<file path="src/rtl/mem_stage_lsu.sv">
// MEM-stage load/store unit: routes each access to data memory, one of NCH peripheral
// channels or a fault, runs the req/gnt/rvalid handshake and formats WB results.
// Optional build macro: LSU_MISALIGN_TRAP_EN (misaligned halfword/word accesses fault).
module mem_stage_lsu #(
  parameter int          DMEM_AW        = 10,
  parameter int          NCH            = 2,
  parameter logic [31:0] PERIPH_BASE    = 32'h0010_0000,
  parameter int          PERIPH_SPAN_LG = 20
) (
  input  logic                      clk,
  input  logic                      resetn,
  input  logic                      ex_valid_i,
  input  logic [3:0]                ex_dmem_type_i,
  input  logic [31:0]               ex_addr_i,
  input  logic [31:0]               ex_wdata_i,
  input  logic [31:0]               ex_result_i,
  input  logic [4:0]                ex_rd_idx_i,
  input  logic                      ex_reg_write_en_i,
  input  logic                      flush_i,
  output logic                      stall_o,
  output logic                      dmem_req_o,
  input  logic                      dmem_gnt_i,
  output logic                      dmem_we_o,
  output logic [DMEM_AW-1:0]        dmem_addr_o,
  output logic [3:0]                dmem_be_o,
  output logic [31:0]               dmem_wdata_o,
  input  logic                      dmem_rvalid_i,
  input  logic [31:0]               dmem_rdata_i,
  output logic [NCH-1:0]            periph_req_o,
  input  logic [NCH-1:0]            periph_gnt_i,
  input  logic [NCH-1:0]            periph_rvalid_i,
  input  logic [32*NCH-1:0]         periph_rdata_i,
  output logic                      periph_we_o,
  output logic [3:0]                periph_be_o,
  output logic [31:0]               periph_wdata_o,
  output logic [PERIPH_SPAN_LG-1:0] periph_addr_o,
  output logic                      wb_valid_o,
  output logic [4:0]                wb_rd_idx_o,
  output logic                      wb_reg_write_en_o,
  output logic [31:0]               wb_data_o,
  output logic                      fault_o,
  output logic [31:0]               fault_addr_o
);
  localparam int CH_W = (NCH > 1) ? $clog2(NCH) : 1;

  // DMEM_* access encoding shared with the decode stage.
  localparam logic [3:0] DMEM_NO  = 4'd0, DMEM_LB  = 4'd1, DMEM_LH  = 4'd2,
                         DMEM_LW  = 4'd3, DMEM_LBU = 4'd4, DMEM_LHU = 4'd5,
                         DMEM_SB  = 4'd6, DMEM_SH  = 4'd7, DMEM_SW  = 4'd8;

  typedef enum logic [1:0] {S_IDLE, S_REQ, S_WAIT} state_t;

  state_t      state_q, state_d;
  logic [3:0]  cap_type;
  logic [31:0] cap_addr, cap_wdata;
  logic [4:0]  cap_rd;
  logic        cap_rwe, killed_q;

  // Once an access leaves IDLE everything is driven from the captured copy.
  logic        idle;
  logic [3:0]  cur_type;
  logic [31:0] cur_addr, cur_wdata;
  assign idle      = (state_q == S_IDLE);
  assign cur_type  = idle ? ex_dmem_type_i : cap_type;
  assign cur_addr  = idle ? ex_addr_i      : cap_addr;
  assign cur_wdata = idle ? ex_wdata_i     : cap_wdata;

  logic is_load, is_store, is_mem, is_byte, is_half;
  always_comb begin
    // NOTE: every always_comb output gets a default first so no path can infer a latch.
    is_load  = 1'b0;
    is_store = 1'b0;
    is_byte  = 1'b0;
    is_half  = 1'b0;
    is_load  = cur_type inside {DMEM_LB, DMEM_LH, DMEM_LW, DMEM_LBU, DMEM_LHU};
    is_store = cur_type inside {DMEM_SB, DMEM_SH, DMEM_SW};
    is_byte  = cur_type inside {DMEM_LB, DMEM_LBU, DMEM_SB};
    is_half  = cur_type inside {DMEM_LH, DMEM_LHU, DMEM_SH};
  end
  assign is_mem = is_load || is_store;

  // Target decode; data memory is checked first so it wins any overlap.
  logic [31:0]     periph_off, ch_full;
  logic [CH_W-1:0] ch;
  logic            hit_dmem, hit_periph, misalign;
  assign hit_dmem   = (cur_addr >> (DMEM_AW + 2)) == 32'd0;
  assign periph_off = cur_addr - PERIPH_BASE;
  assign ch_full    = periph_off >> PERIPH_SPAN_LG;
  assign hit_periph = !hit_dmem && (cur_addr >= PERIPH_BASE) && (ch_full < 32'(NCH));
  assign ch         = ch_full[CH_W-1:0];

`ifdef LSU_MISALIGN_TRAP_EN
  assign misalign = ((cur_type inside {DMEM_LH, DMEM_LHU, DMEM_SH}) && cur_addr[0]) ||
                    ((cur_type inside {DMEM_LW, DMEM_SW}) && (cur_addr[1:0] != 2'b00));
`else
  assign misalign = 1'b0;
`endif

  logic [3:0]  lane_be;
  logic [31:0] lane_wdata;
  always_comb begin
    lane_be    = 4'b1111;
    lane_wdata = cur_wdata;
    if (is_byte) begin
      lane_be    = 4'b0001 << cur_addr[1:0];
      lane_wdata = {4{cur_wdata[7:0]}};
    end else if (is_half) begin
      lane_be    = cur_addr[1] ? 4'b1100 : 4'b0011;
      lane_wdata = {2{cur_wdata[15:0]}};
    end
  end

  logic        gnt_sel, rvalid_sel;
  logic [31:0] rdata_sel;
  assign gnt_sel    = hit_dmem ? dmem_gnt_i    : periph_gnt_i[ch];
  assign rvalid_sel = hit_dmem ? dmem_rvalid_i : periph_rvalid_i[ch];
  assign rdata_sel  = hit_dmem ? dmem_rdata_i  : periph_rdata_i[{ch, 5'b0} +: 32];

  logic [7:0]  ld_byte;
  logic [15:0] ld_half;
  logic [31:0] ld_data;
  always_comb begin
    ld_byte = rdata_sel[{cur_addr[1:0], 3'b000} +: 8];
    ld_half = cur_addr[1] ? rdata_sel[31:16] : rdata_sel[15:0];
    case (cur_type)
      DMEM_LB:  ld_data = {{24{ld_byte[7]}}, ld_byte};
      DMEM_LBU: ld_data = {24'b0, ld_byte};
      DMEM_LH:  ld_data = {{16{ld_half[15]}}, ld_half};
      DMEM_LHU: ld_data = {16'b0, ld_half};
      default:  ld_data = rdata_sel;
    endcase
  end

  logic access_ok, issue_idle, fault_now, req_active, wb_load;
  assign access_ok  = (hit_dmem || hit_periph) && !misalign;
  assign issue_idle = resetn && idle && ex_valid_i && is_mem && !flush_i && access_ok;
  assign fault_now  = resetn && idle && ex_valid_i && is_mem && !flush_i && !access_ok;
  assign req_active = issue_idle || (resetn && (state_q == S_REQ) && !flush_i);
  assign wb_load    = (state_q == S_WAIT) && rvalid_sel && !killed_q && !flush_i;

  always_ff @(posedge clk) begin
    // NOTE: sequential state uses non-blocking assignment so all flops sample pre-edge values.
    if (!resetn) state_q <= S_IDLE;
    else         state_q <= state_d;
  end

  always_comb begin
    state_d = state_q;
    unique case (state_q)
      S_IDLE: if (issue_idle) state_d = !gnt_sel ? S_REQ : (is_load ? S_WAIT : S_IDLE);
      S_REQ: begin
        if (flush_i)      state_d = S_IDLE;
        else if (gnt_sel) state_d = is_load ? S_WAIT : S_IDLE;
      end
      S_WAIT: if (rvalid_sel) state_d = S_IDLE;
      default: state_d = S_IDLE;
    endcase
  end

  always_comb begin
    dmem_req_o     = 1'b0;
    dmem_we_o      = 1'b0;
    dmem_addr_o    = '0;
    dmem_be_o      = 4'b0;
    dmem_wdata_o   = 32'b0;
    periph_req_o   = '0;
    periph_we_o    = 1'b0;
    periph_be_o    = 4'b0;
    periph_wdata_o = 32'b0;
    periph_addr_o  = '0;
    stall_o        = resetn && ((issue_idle && !gnt_sel) || !idle);
    if (req_active && hit_dmem) begin
      dmem_req_o   = 1'b1;
      dmem_we_o    = is_store;
      dmem_addr_o  = cur_addr[DMEM_AW+1:2];
      dmem_be_o    = lane_be;
      dmem_wdata_o = is_store ? lane_wdata : 32'b0;
    end else if (req_active && hit_periph) begin
      periph_req_o[ch] = 1'b1;
      periph_we_o      = is_store;
      periph_addr_o    = periph_off[PERIPH_SPAN_LG-1:0];
      periph_be_o      = lane_be;
      periph_wdata_o   = is_store ? lane_wdata : 32'b0;
    end
  end

  // NOTE: the capture registers need no reset; they are only read after an issue loads them.
  always_ff @(posedge clk) begin
    if (issue_idle) begin
      cap_type  <= ex_dmem_type_i;
      cap_addr  <= ex_addr_i;
      cap_wdata <= ex_wdata_i;
      cap_rd    <= ex_rd_idx_i;
      cap_rwe   <= ex_reg_write_en_i;
    end
  end

  always_ff @(posedge clk) begin
    if (!resetn)                            killed_q <= 1'b0;
    else if (issue_idle)                    killed_q <= 1'b0;
    else if ((state_q == S_WAIT) && flush_i) killed_q <= 1'b1;
  end

  always_ff @(posedge clk) begin
    if (!resetn) begin
      wb_valid_o        <= 1'b0;
      wb_rd_idx_o       <= 5'b0;
      wb_reg_write_en_o <= 1'b0;
      wb_data_o         <= 32'b0;
      fault_o           <= 1'b0;
      fault_addr_o      <= 32'b0;
    end else begin
      wb_valid_o        <= 1'b0;
      wb_rd_idx_o       <= 5'b0;
      wb_reg_write_en_o <= 1'b0;
      wb_data_o         <= 32'b0;
      fault_o           <= fault_now;
      if (fault_now) fault_addr_o <= ex_addr_i;
      if (idle && ex_valid_i && !flush_i && (ex_dmem_type_i == DMEM_NO)) begin
        wb_valid_o        <= 1'b1;
        wb_rd_idx_o       <= ex_rd_idx_i;
        wb_reg_write_en_o <= ex_reg_write_en_i;
        wb_data_o         <= ex_result_i;
      end else if (issue_idle && gnt_sel && is_store) begin
        wb_valid_o  <= 1'b1;
        wb_rd_idx_o <= ex_rd_idx_i;
        wb_data_o   <= ex_result_i;
      end else if (wb_load) begin
        wb_valid_o        <= 1'b1;
        wb_rd_idx_o       <= cap_rd;
        wb_reg_write_en_o <= cap_rwe;
        wb_data_o         <= ld_data;
      end
    end
  end
endmodule

</file>
<file path="config.mk">
export PLATFORM = sky130hd
export DESIGN_NAME = mem_stage_lsu
export DESIGN_NICKNAME = d
export VERILOG_FILES = /design/src/rtl/mem_stage_lsu.sv
export SDC_FILE = /design/constraint.sdc
export NUM_CORES = 1
export LEC_CHECK = 0
export BUFFER_PORTS_ARGS = -buffer_cell sky130_fd_sc_hd__buf_2
export CORE_AREA = 4 4 152 154
export DETAILED_ROUTE_END_ITERATION = 10
export DIE_AREA = 0 0 156 158
export GPL_TIMING_DRIVEN = 0
export PLACE_DENSITY = 0.7
export RECOVER_POWER = 50
export SLEW_MARGIN = 0
export SYNTH_ARGS = -nofsm -noshare
export SYNTH_HDL_FRONTEND = slang
export SYNTH_SLANG_ARGS = --single-unit
</file>
<file path="constraint.sdc">
create_clock -name clk -period 10.1 [get_ports clk]
set_input_delay 1.01 -clock clk [delete_from_list [all_inputs] [get_ports clk]]
set_output_delay 1.01 -clock clk [all_outputs]
set_load 0.01 [all_outputs]
</file>
---- Yosys cells after proc, flatten, opt, wreduce, memory -nomap -nowiden ----
Cells that the tools add are included.
operators by class
  muxes and demuxes ....................... 54
  add/subtract/negate cells ............... 1
  $lt $le $gt $ge ......................... 4
  equality and inequality tests ........... 13
  reductions and logical operators ........ 43
  shifts and indexed selects .............. 3
  bitwise gates (word level) .............. 1
operators with widths
  kind                    number
  $mux 32                 12
  $pmux 32 s4             1
  $shiftx 64x7->32        1
  $mux 20                 2
  $ge 32x21->1 const B    1
  $logic_not 32->1        1
  $shiftx 32x6->8         1
  $sub 32x21->32 const B  1
  $mux 4                  7
  $logic_and 1x1->1       24
  $mux 1                  17
  $eq 4x3->1 const B      4
  $mux 16                 1
  $mux 2                  8
  $mux 5                  3
  $lt 12x2->1 const B     1
  $mux 10                 1
  $reduce_bool 3->1       3
  $eq 4x2->1 const B      2
  $logic_not 1->1         6
  $pmux 2 s3              1
  $reduce_bool 5->1       1
  $eq 4x1->1 const B      1
  $eq 4x4->1 const B      1
  15 further kinds        18
storage, ports and cells
  register bits ........................... 149
  logic and storage cells ................. 132

---- Longest topological paths before layout ----
Gate-level depths: netlist of run 1.
  word-level depth ........................ 12
  mapped depth ............................ 18
  mapped depth without buffers ............ 12

---- Worst setup path after synthesis of run 1 ----
OpenSTA, ideal clock, no wires.
  path kind ............................... reg-to-output
  start point ............................. register state_q[0]
  end point ............................... output port stall_o
  setup slack ............................. 1281 ps
  data arrival time ....................... 7809 ps
  stages on the path, launching flop included .. 16
  required time ........................... 9090 ps
  path buffers ............................ 5
  path through ............................ dfxtp_1 > or2_1 > buf_4 > buf_2 > buf_1 > clkbuf_1 > clkbuf_1 > mux2i_1 > ha_1 > or3b_2 > nor3_1 > o21bai_1 > a2111o_1 > a21boi_1 > a21oi_1 > nor2b_1
on the way
  longest elaborated chain between the ends .. 11
  elaborated cells on any way between the ends .. 35
  those cells by class .................... add/sub (1); order compare (2); eq/ne (8); mux (5); reduce/logical (19)
ends and longest elaborated chain
  what                                                    RTL line  text
  start, declared                                         53        state_t state_q, state_d;
  start signal, assigned                                  144       else state_q <= state_d;
  $logic_not 2->1 (*)                                     63        assign idle = (state_q == S_IDLE);
  branches (longest 6 deep; another with $sub 32x21->32)  n/a
  $logic_and 1x1->1 (*)                                   136       assign issue_idle = resetn && idle && ex_valid_i && is_mem && !flush_i && access_ok;
  net issue_idle                                          134       logic access_ok, issue_idle, fault_now, req_active, wb_load;
  $logic_and 1x1->1 (*)                                   171       stall_o = resetn && ((issue_idle && !gnt_sel) || !idle);
  $logic_or 1x1->1 (*)                                    171
  $logic_and 1x1->1 (*)                                   171
  end, declared                                           20        output logic stall_o,
Mark *: on every way through the listed nets, which the timed path passes. The select of a mux whose other input is x is not followed.

---- Worst setup path after layout of run 1 ----
Ends and elaborated chain as after synthesis.

==> impl_results.md, run 1 <==
* Status: finished, violations left
* Failing checks: max-capacitance violations, max-slew violations
* All-Layer GR Usage at 28.7%
* Fmax at 125 MHz
* Clock latency on the worst-skew pair at 0.45 ns
* R2R setup slack at 2.87 ns
* Post-synth cell types at 68
* TritonCTS clock tree: built
* Die height at 158 um
* Final worst slack at 2.10 ns
* Max incr delay on CP at 0.79 ns
* Critical Path Source: state_q[0]$_SDFFE_PN0P_
* H-tree levels at 4
* Worst reg2reg startpoint: state_q[0]$_SDFFE_PN0P_
* Share of post-route cells with drive strength above 1 at 24.4%
* Initial DRC Count at 799
* Sequential-to-total area share from yosys stat at 42.9%
* Syn avg cell area at 9.04 sq um
* Most frequent cells in the layout: buf_2, clkbuf_1, nand2_1
* CTS sink cnt at 149
* Largest family of logic cells by synthesized area: simple AND/OR/NAND/NOR gates
* FF/Latch Area at 3720 sq um
* Post-DR wirelength/cell at 22.1 um
* # IOs at 392
* Yosys top cell by area: edfxtp_1
* Final Setup Violations at 0
* Wirelength, routed at 36.8 mm
* Cells on worst reg2reg path at 16
* P_sw at 0.000452 W
* Rows at 54
* Post-Layout Cell Count at 1667
* Ranking of synthesized cells by area: edfxtp_1, dfxtp_1, mux2i_1
* Place WS at 3.16 ns
* Rel. slew slack at -3.27%
* EDFF count, synth at 74
* Crit Path Class: reg2out
* Placed cell count at 1631
* Fin crit period at 8.00 ns
* Final worst-path cycle share at 79.2%
* Synth Net Count at 1172
* RSZ-0062 raised after global routing: false
* Post-synth top flop: dfxtp_1
* Syn-to-layout area delta at 32.1%
* Worst path arrival time at 6.99 ns
* Worst-Margin Slew at 1.53 ns
* Worst-path clk slew at 0.07 ns
* Via count of the first global-routing pass at 8975
* Final nets at 1583
* Pwr dens at 132 nW/um^2
* Initial antenna violation count at 4
* Sequential Power Share at 42.3%
* Global-route wire length before repair at 54.0 mm
* Worst Skew at 0.0216 ns
* Adder-cell share of the synthesized area at 0.144%
* WP buf/inv at 6
* Synth Register Bits at 149
* Post-synth top area share at 25.6%
* CP endpoint: stall_o
* Grt total ovfl at 0
* Reg2reg end: wb_data_o[12]$_SDFF_PN0_
* RD Place Congestion at 0.955
* YS warnings at 0
* Final Max Tran Viols at 11
* Initial Utilization at 40.0%
* Commonest non-fill, non-tap cell in the layout: buf_2
* Ys async rst share at 0%
* Synth Instances at 959
* Hold-fix buffers at CTS at 0
* Dpl hpwl at 29.8 mm
* Fillers at 2168
* Switching portion of total power at 29.9%
* Max-Cap Viols at 1
* Simple-gate share of the synthesized area at 23.0%
* Synth Area in Compound Gates at 14.6%
* Clock power frac at 44.3%
* Core area at 21700 sq um
* Worst hold stages at 1
* Final hold violation count at 0
* Multiplexer share of the synthesized area at 14.6%
* Post-synthesis xor/xnor area fraction at 0.505%
* Hold crit path type: reg2reg
* Crit-path cells: or2_1 -> clkbuf_1 -> clkbuf_1 -> clkbuf_1 -> clkbuf_1 -> clkbuf_1 -> mux2i_1 -> ha_1 -> nor3b_1 -> and4b_1 -> or3b_1 -> a2111o_1 -> a21boi_4 -> a21oi_1 -> nor2b_1 -> buf_2
* Total number of vias at 9195
* Number of buffers added on ports at 390
* Post-CTS setup repair buffer count at 0
* Final Power at 0.00151 W
* Most used cell, CP: clkbuf_1
* Buffer depth of the longest clock path at 2
* Critical Path Slowest Stage Cell: a21boi_4
* Internal power at 0.00106 W
* Nature of the critical path endpoint: output port
* Cell Area, Synth at 8670 sq um
* Logic pwr share at 13.4%
* Crit path launch type: register
* Post-layout util at 52.8%
* P_leak at 5.03 nW
* Vias per std cell at 5.52
* CTS-repair resized insts at 0
* CP Depth at 16
* Largest net degree at the start of global routing at 29
* Worst Path Required at 9.09 ns
* Root buffer cell: clkbuf_16
* Die width at 156 um
* Multi-input gate area at 4590 sq um
* Total CTS buffers at 17
* TritonRoute pass-1 iters at 5
* CP max FO at 28
* Routed Antenna Nets at 0
* # DRC at 0
* CP delay by family, top: buffers and inverters
* Full die area at 24600 sq um
* Peak VDD IR at 0.109 mV
-- metrics by stage --
stage | cell area (sq um) | hold slack [ns] | setup TNS, ns
after floorplan | 8670 | 0.436 | 0
after global placement | 11000 | 0.451 | -49.68
after detailed placement | 11000 | 0.448 | 0
after CTS | 11600 | 0.456 | 0
after global routing | 11400 | 0.461 | 0
final | 11500 | 0.448 | 0
-- synth_stat cells (all sizes together), types with 5 or more instances --
cell	instances
nand2	170
mux2i	100
nor2	84
dfxtp	75
edfxtp	74
nor2b	51
o21ai	46
nand3	42
clkbuf	37
a21oi	36
buf	31
and2	25
a22o	22
a31oi	12
inv	12
nor3	12
a32o	11
o211ai	10
mux2	9
a211oi	7
mux4	7
o221ai	7
nor4	6
or2	6
a21boi	5
and3	5
o21a	5
xnor2	5
-- layout make-up --
type	instances	share of cell area (%)
Multi-Input combinational cell	729	40.1
Sequential cell	149	32.5
Timing Repair Buffer	392	15.9
Clock buffer	17	3.71
Tap cell	280	3.06
Buffer	68	2.57
Clock inverter	15	1.65
Inverter	13	0.437
Antenna cell	4	0.0874
-- worst reg2reg max path, stage by stage (launching register included) --
cell and delay [ns]:
dfxtp_1 0.43, or2_1 0.13, clkbuf_1 0.46, clkbuf_1 0.73
clkbuf_1 0.71, clkbuf_1 0.47, clkbuf_1 0.53, mux2i_1 0.26
ha_1 0.24, or3b_2 0.45, nor3_1 0.18, o21bai_1 0.11
a2111oi_0 0.42, o21ai_0 0.15, o21ai_0 1.20, buf_2 0.43
a32o_1 0.24
-- sequential cells by signal (all words and copies together), names as in the netlist --
signal	cells
fault_o	1
wb_valid_o	1
wb_data_o	32
cap_rd	5
wb_reg_write_en_o	1
killed_q	1
state_q	2
fault_addr_o	32
cap_addr	32
cap_rwe	1
cap_wdata	32
cap_type	4
wb_rd_idx_o	5
-- worst min path at each step --
stage | from | endpoint | slack (ns)
after global routing | cap_rd[1]$_DFFE_PP_ | wb_rd_idx_o[1]$_SDFF_PN0_ | 0.46
after global placement | cap_rd[0]$_DFFE_PP_ | wb_rd_idx_o[0]$_SDFF_PN0_ | 0.45
after floorplan | cap_rd[0]$_DFFE_PP_ | wb_rd_idx_o[0]$_SDFF_PN0_ | 0.44
final | cap_rd[1]$_DFFE_PP_ | wb_rd_idx_o[1]$_SDFF_PN0_ | 0.45
after CTS | cap_rd[1]$_DFFE_PP_ | wb_rd_idx_o[1]$_SDFF_PN0_ | 0.46
after detailed placement | cap_rd[0]$_DFFE_PP_ | wb_rd_idx_o[0]$_SDFF_PN0_ | 0.45
-- cells by family after synthesis --
logic type,Yosys count
xor gates and xnor gates,5
AOI/OAI and AO/OA,183
muxes,116
buffers and inverters,81
adders and majority gates,1
DFF,149
and+or+nand+nor,424
-- routing by layer --
metal	GRT usage [%]	up-vias	wire length, um
met5	0	-	8
met1	37.4	4345	15200
met4	7.34	2	835
met3	6.59	60	3210
li1	-	4277	-
met2	48.3	511	17600
-- power by group through the flow --
stage	combinational [W]	sequential [W]	clock (W)
after floorplan	0.000101	0.000653	0
after global placement	0.000201	0.000651	0
after detailed placement	0.000202	0.000651	0
after CTS	0.000203	0.000638	0.000675
after global routing	0.000219	0.000638	0.000696
final	0.000202	0.000638	0.000668
No activity file was read; power rests on OpenSTA's default activity.
==> run 2, diff against run 1 <==
Clock period 10.1 ns to 8 ns, I/O delays scaled along.
==> impl_results.md, run 2 (synthesized netlist as in run 1, its figures left out) <==
* Status: finished, violations left
* Failing checks: max-capacitance violations, max-slew violations
* Buffer depth of the longest clock path at 2 (unchanged)
* Worst-Margin Slew at 1.50 ns (-0.0309 ns)
* Critical Path Slowest Stage Cell: clkbuf_1
* Total number of vias at 9165 (-0.33%)
* Commonest non-fill, non-tap cell in the layout: buf_2
* Full die area at 24600 sq um (unchanged)
* CP max FO at 27 (-3.6%)
* Final Power at 0.00188 W (+25%)
* RSZ-0062 raised after global routing: false
* Rel. slew slack at -1.19% (+2.1 points)
* Hold crit path type: reg2reg
* CTS-repair resized insts at 0 (unchanged)
* Fillers at 2191 (+1.1%)
* Final nets at 1584 (+0.063%)
* CTS sink cnt at 149 (unchanged)
* Fin crit period at 7.38 ns
* Core area at 21700 sq um (unchanged)
* Dpl hpwl at 29.7 mm (-0.41%)
* Nature of the critical path endpoint: output port
* # IOs at 392 (unchanged)
* Multi-input gate area at 4600 sq um (about the same)
* Setup TNS Final at 0 ns (unchanged)
* Pwr dens at 164 nW/um^2 (+24%)
* TritonRoute pass-1 iters at 6 (+1)
* Crit Path Class: reg2out
* Post-DR wirelength/cell at 22.1 um (+0.22%)
* Worst-path clk slew at 0.08 ns (about the same)
* Syn-to-layout area delta at 32.5%
* Place WS at 1.08 ns (-2.08 ns)
* RD Place Congestion at 1.00 (+4.8%)
* Number of buffers added on ports at 390 (unchanged)
* P_leak at 5.03 nW (about the same)
* Rows at 54 (unchanged)
* Die width at 156 um (unchanged)
* Largest net degree at the start of global routing at 28 (-3.4%)
* Total CTS buffers at 17 (unchanged)
* Crit-path cells: or2_1 -> buf_4 -> buf_2 -> clkbuf_1 -> clkbuf_1 -> clkbuf_1 -> mux2i_1 -> ha_1 -> or3b_2 -> nor3_1 -> o21bai_1 -> a2111o_1 -> a21boi_4 -> buf_16 -> buf_12 -> a21oi_1 -> nor2b_1 -> buf_2
* Final Max Tran Viols at 11 (unchanged)
* All-Layer GR Usage at 28.5% (-0.17 points)
* Wirelength, routed at 36.9 mm (+0.22%)
* FF/Latch Area at 3720 sq um (unchanged)
* Clock latency on the worst-skew pair at 0.44 ns (about the same)
* H-tree levels at 4 (unchanged)
* Post-layout util at 53.0% (+0.16 points)
* Worst Path Required at 7.20 ns (-1.89 ns)
* TritonCTS clock tree: built
* Initial Utilization at 40.0% (unchanged)
* Vias per std cell at 5.50 (-0.33%)
* Peak VDD IR at 0.132 mV (+21%)
* Max incr delay on CP at 0.71 ns (-0.08 ns)
* Max-Cap Viols at 1 (unchanged)
* # DRC at 0 (unchanged)
* Most frequent cells in the layout: buf_2, clkbuf_1, nand2_1
* Die height at 158 um (unchanged)
* Global-route wire length before repair at 53.5 mm (-0.86%)
* Final worst-path cycle share at 92.2%
* Share of post-route cells with drive strength above 1 at 24.4% (about the same)
* Final Setup Violations at 0 (unchanged)
* Most used cell, CP: clkbuf_1
* Via count of the first global-routing pass at 8945 (-0.33%)
* Routed Antenna Nets at 0 (unchanged)
* Fmax at 136 MHz
* Initial antenna violation count at 3 (-1)
* Worst Skew at 0.0136 ns (-0.00797 ns)
* Post-CTS setup repair buffer count at 0 (unchanged)
* Final worst slack at 0.624 ns (-1.48 ns)
* Initial DRC Count at 791 (-1.0%)
* Crit path launch type: register
* Root buffer cell: clkbuf_16
* Hold-fix buffers at CTS at 0 (unchanged)
* Final hold violation count at 0 (unchanged)
* Worst path arrival time at 6.58 ns (-0.41 ns)
* Grt total ovfl at 0 (unchanged)
[run 2: changes by cell type in the layout (fill, tap and decap cells not counted), moves of 2 or more]
cell and delta:
clkinv_8 +2, inv_12 -2, clkbuf_1 +2, buf_2 -3, buf_16 +2, clkinvlp_4 +2, inv_6 -3
[run 2: area by class of cell]
type                            instances  share of cell area, %
Antenna cell                            3                 0.0654
Tap cell                              280                   3.05
Clock buffer                           17                   3.70
Sequential cell                       149                   32.4
Multi-Input combinational cell        729                   40.0
Timing Repair Buffer                  393                   16.1
Buffer                                 68                   2.60
Inverter                               13                  0.436
Clock inverter                         15                   1.62
[run 2: report_power, final]
group	internal, W	switching [W]
clock	0.000424	0.000398
combinational	0.000100	0.000155
sequential	0.000803	0.00000207
total	0.00133	0.000554
[run 2: worst paths after layout]
kind                                              start  cells past startpoint                   endpoint  slack (ns)
worst min-delay path                cap_rd[0]$_DFFE_PP_                      1  wb_rd_idx_o[0]$_SDFF_PN0_        0.47
worst max-delay path            state_q[0]$_SDFFE_PN0P_                     18                    stall_o        0.62
worst max register to register  state_q[0]$_SDFFE_PN0P_                     16   wb_data_o[21]$_SDFF_PN0_        1.23
worst min register to register      cap_rd[0]$_DFFE_PP_                      1  wb_rd_idx_o[0]$_SDFF_PN0_        0.47
[run 2: per-layer routing]
layer  vias to the layer above  wire length [um]  track usage (%)
met1                      4319             14900             36.6
met5                         -                13                0
met4                         2               606             7.17
li1                       4262                 -                -
met2                       528             18000             48.6
met3                        54              3350             6.75
[run 2: metrics by stage]
step | hold WS [ns] | cell area, sq um | std cells
global placement | 0.450 | 11000 | 1629
CTS | 0.470 | 11700 | 1664
finish | 0.472 | 11500 | 1667
global route | 0.496 | 11500 | 1666
detailed placement | 0.455 | 11100 | 1632
floorplan | 0.436 | 8670 | 959
[run 2: worst max-delay path, delay by kind of cell, from the launching register on]
kind | cells | cell delay [ns]
AO/OA/AOI/OAI | 4 | 1.25
AND/OR/NAND/NOR | 4 | 0.95
multiplexers | 1 | 0.28
adder cells (fa/ha/maj) | 1 | 0.24
buffers and inverters | 8 | 2.95
flip-flops | 1 | 0.44
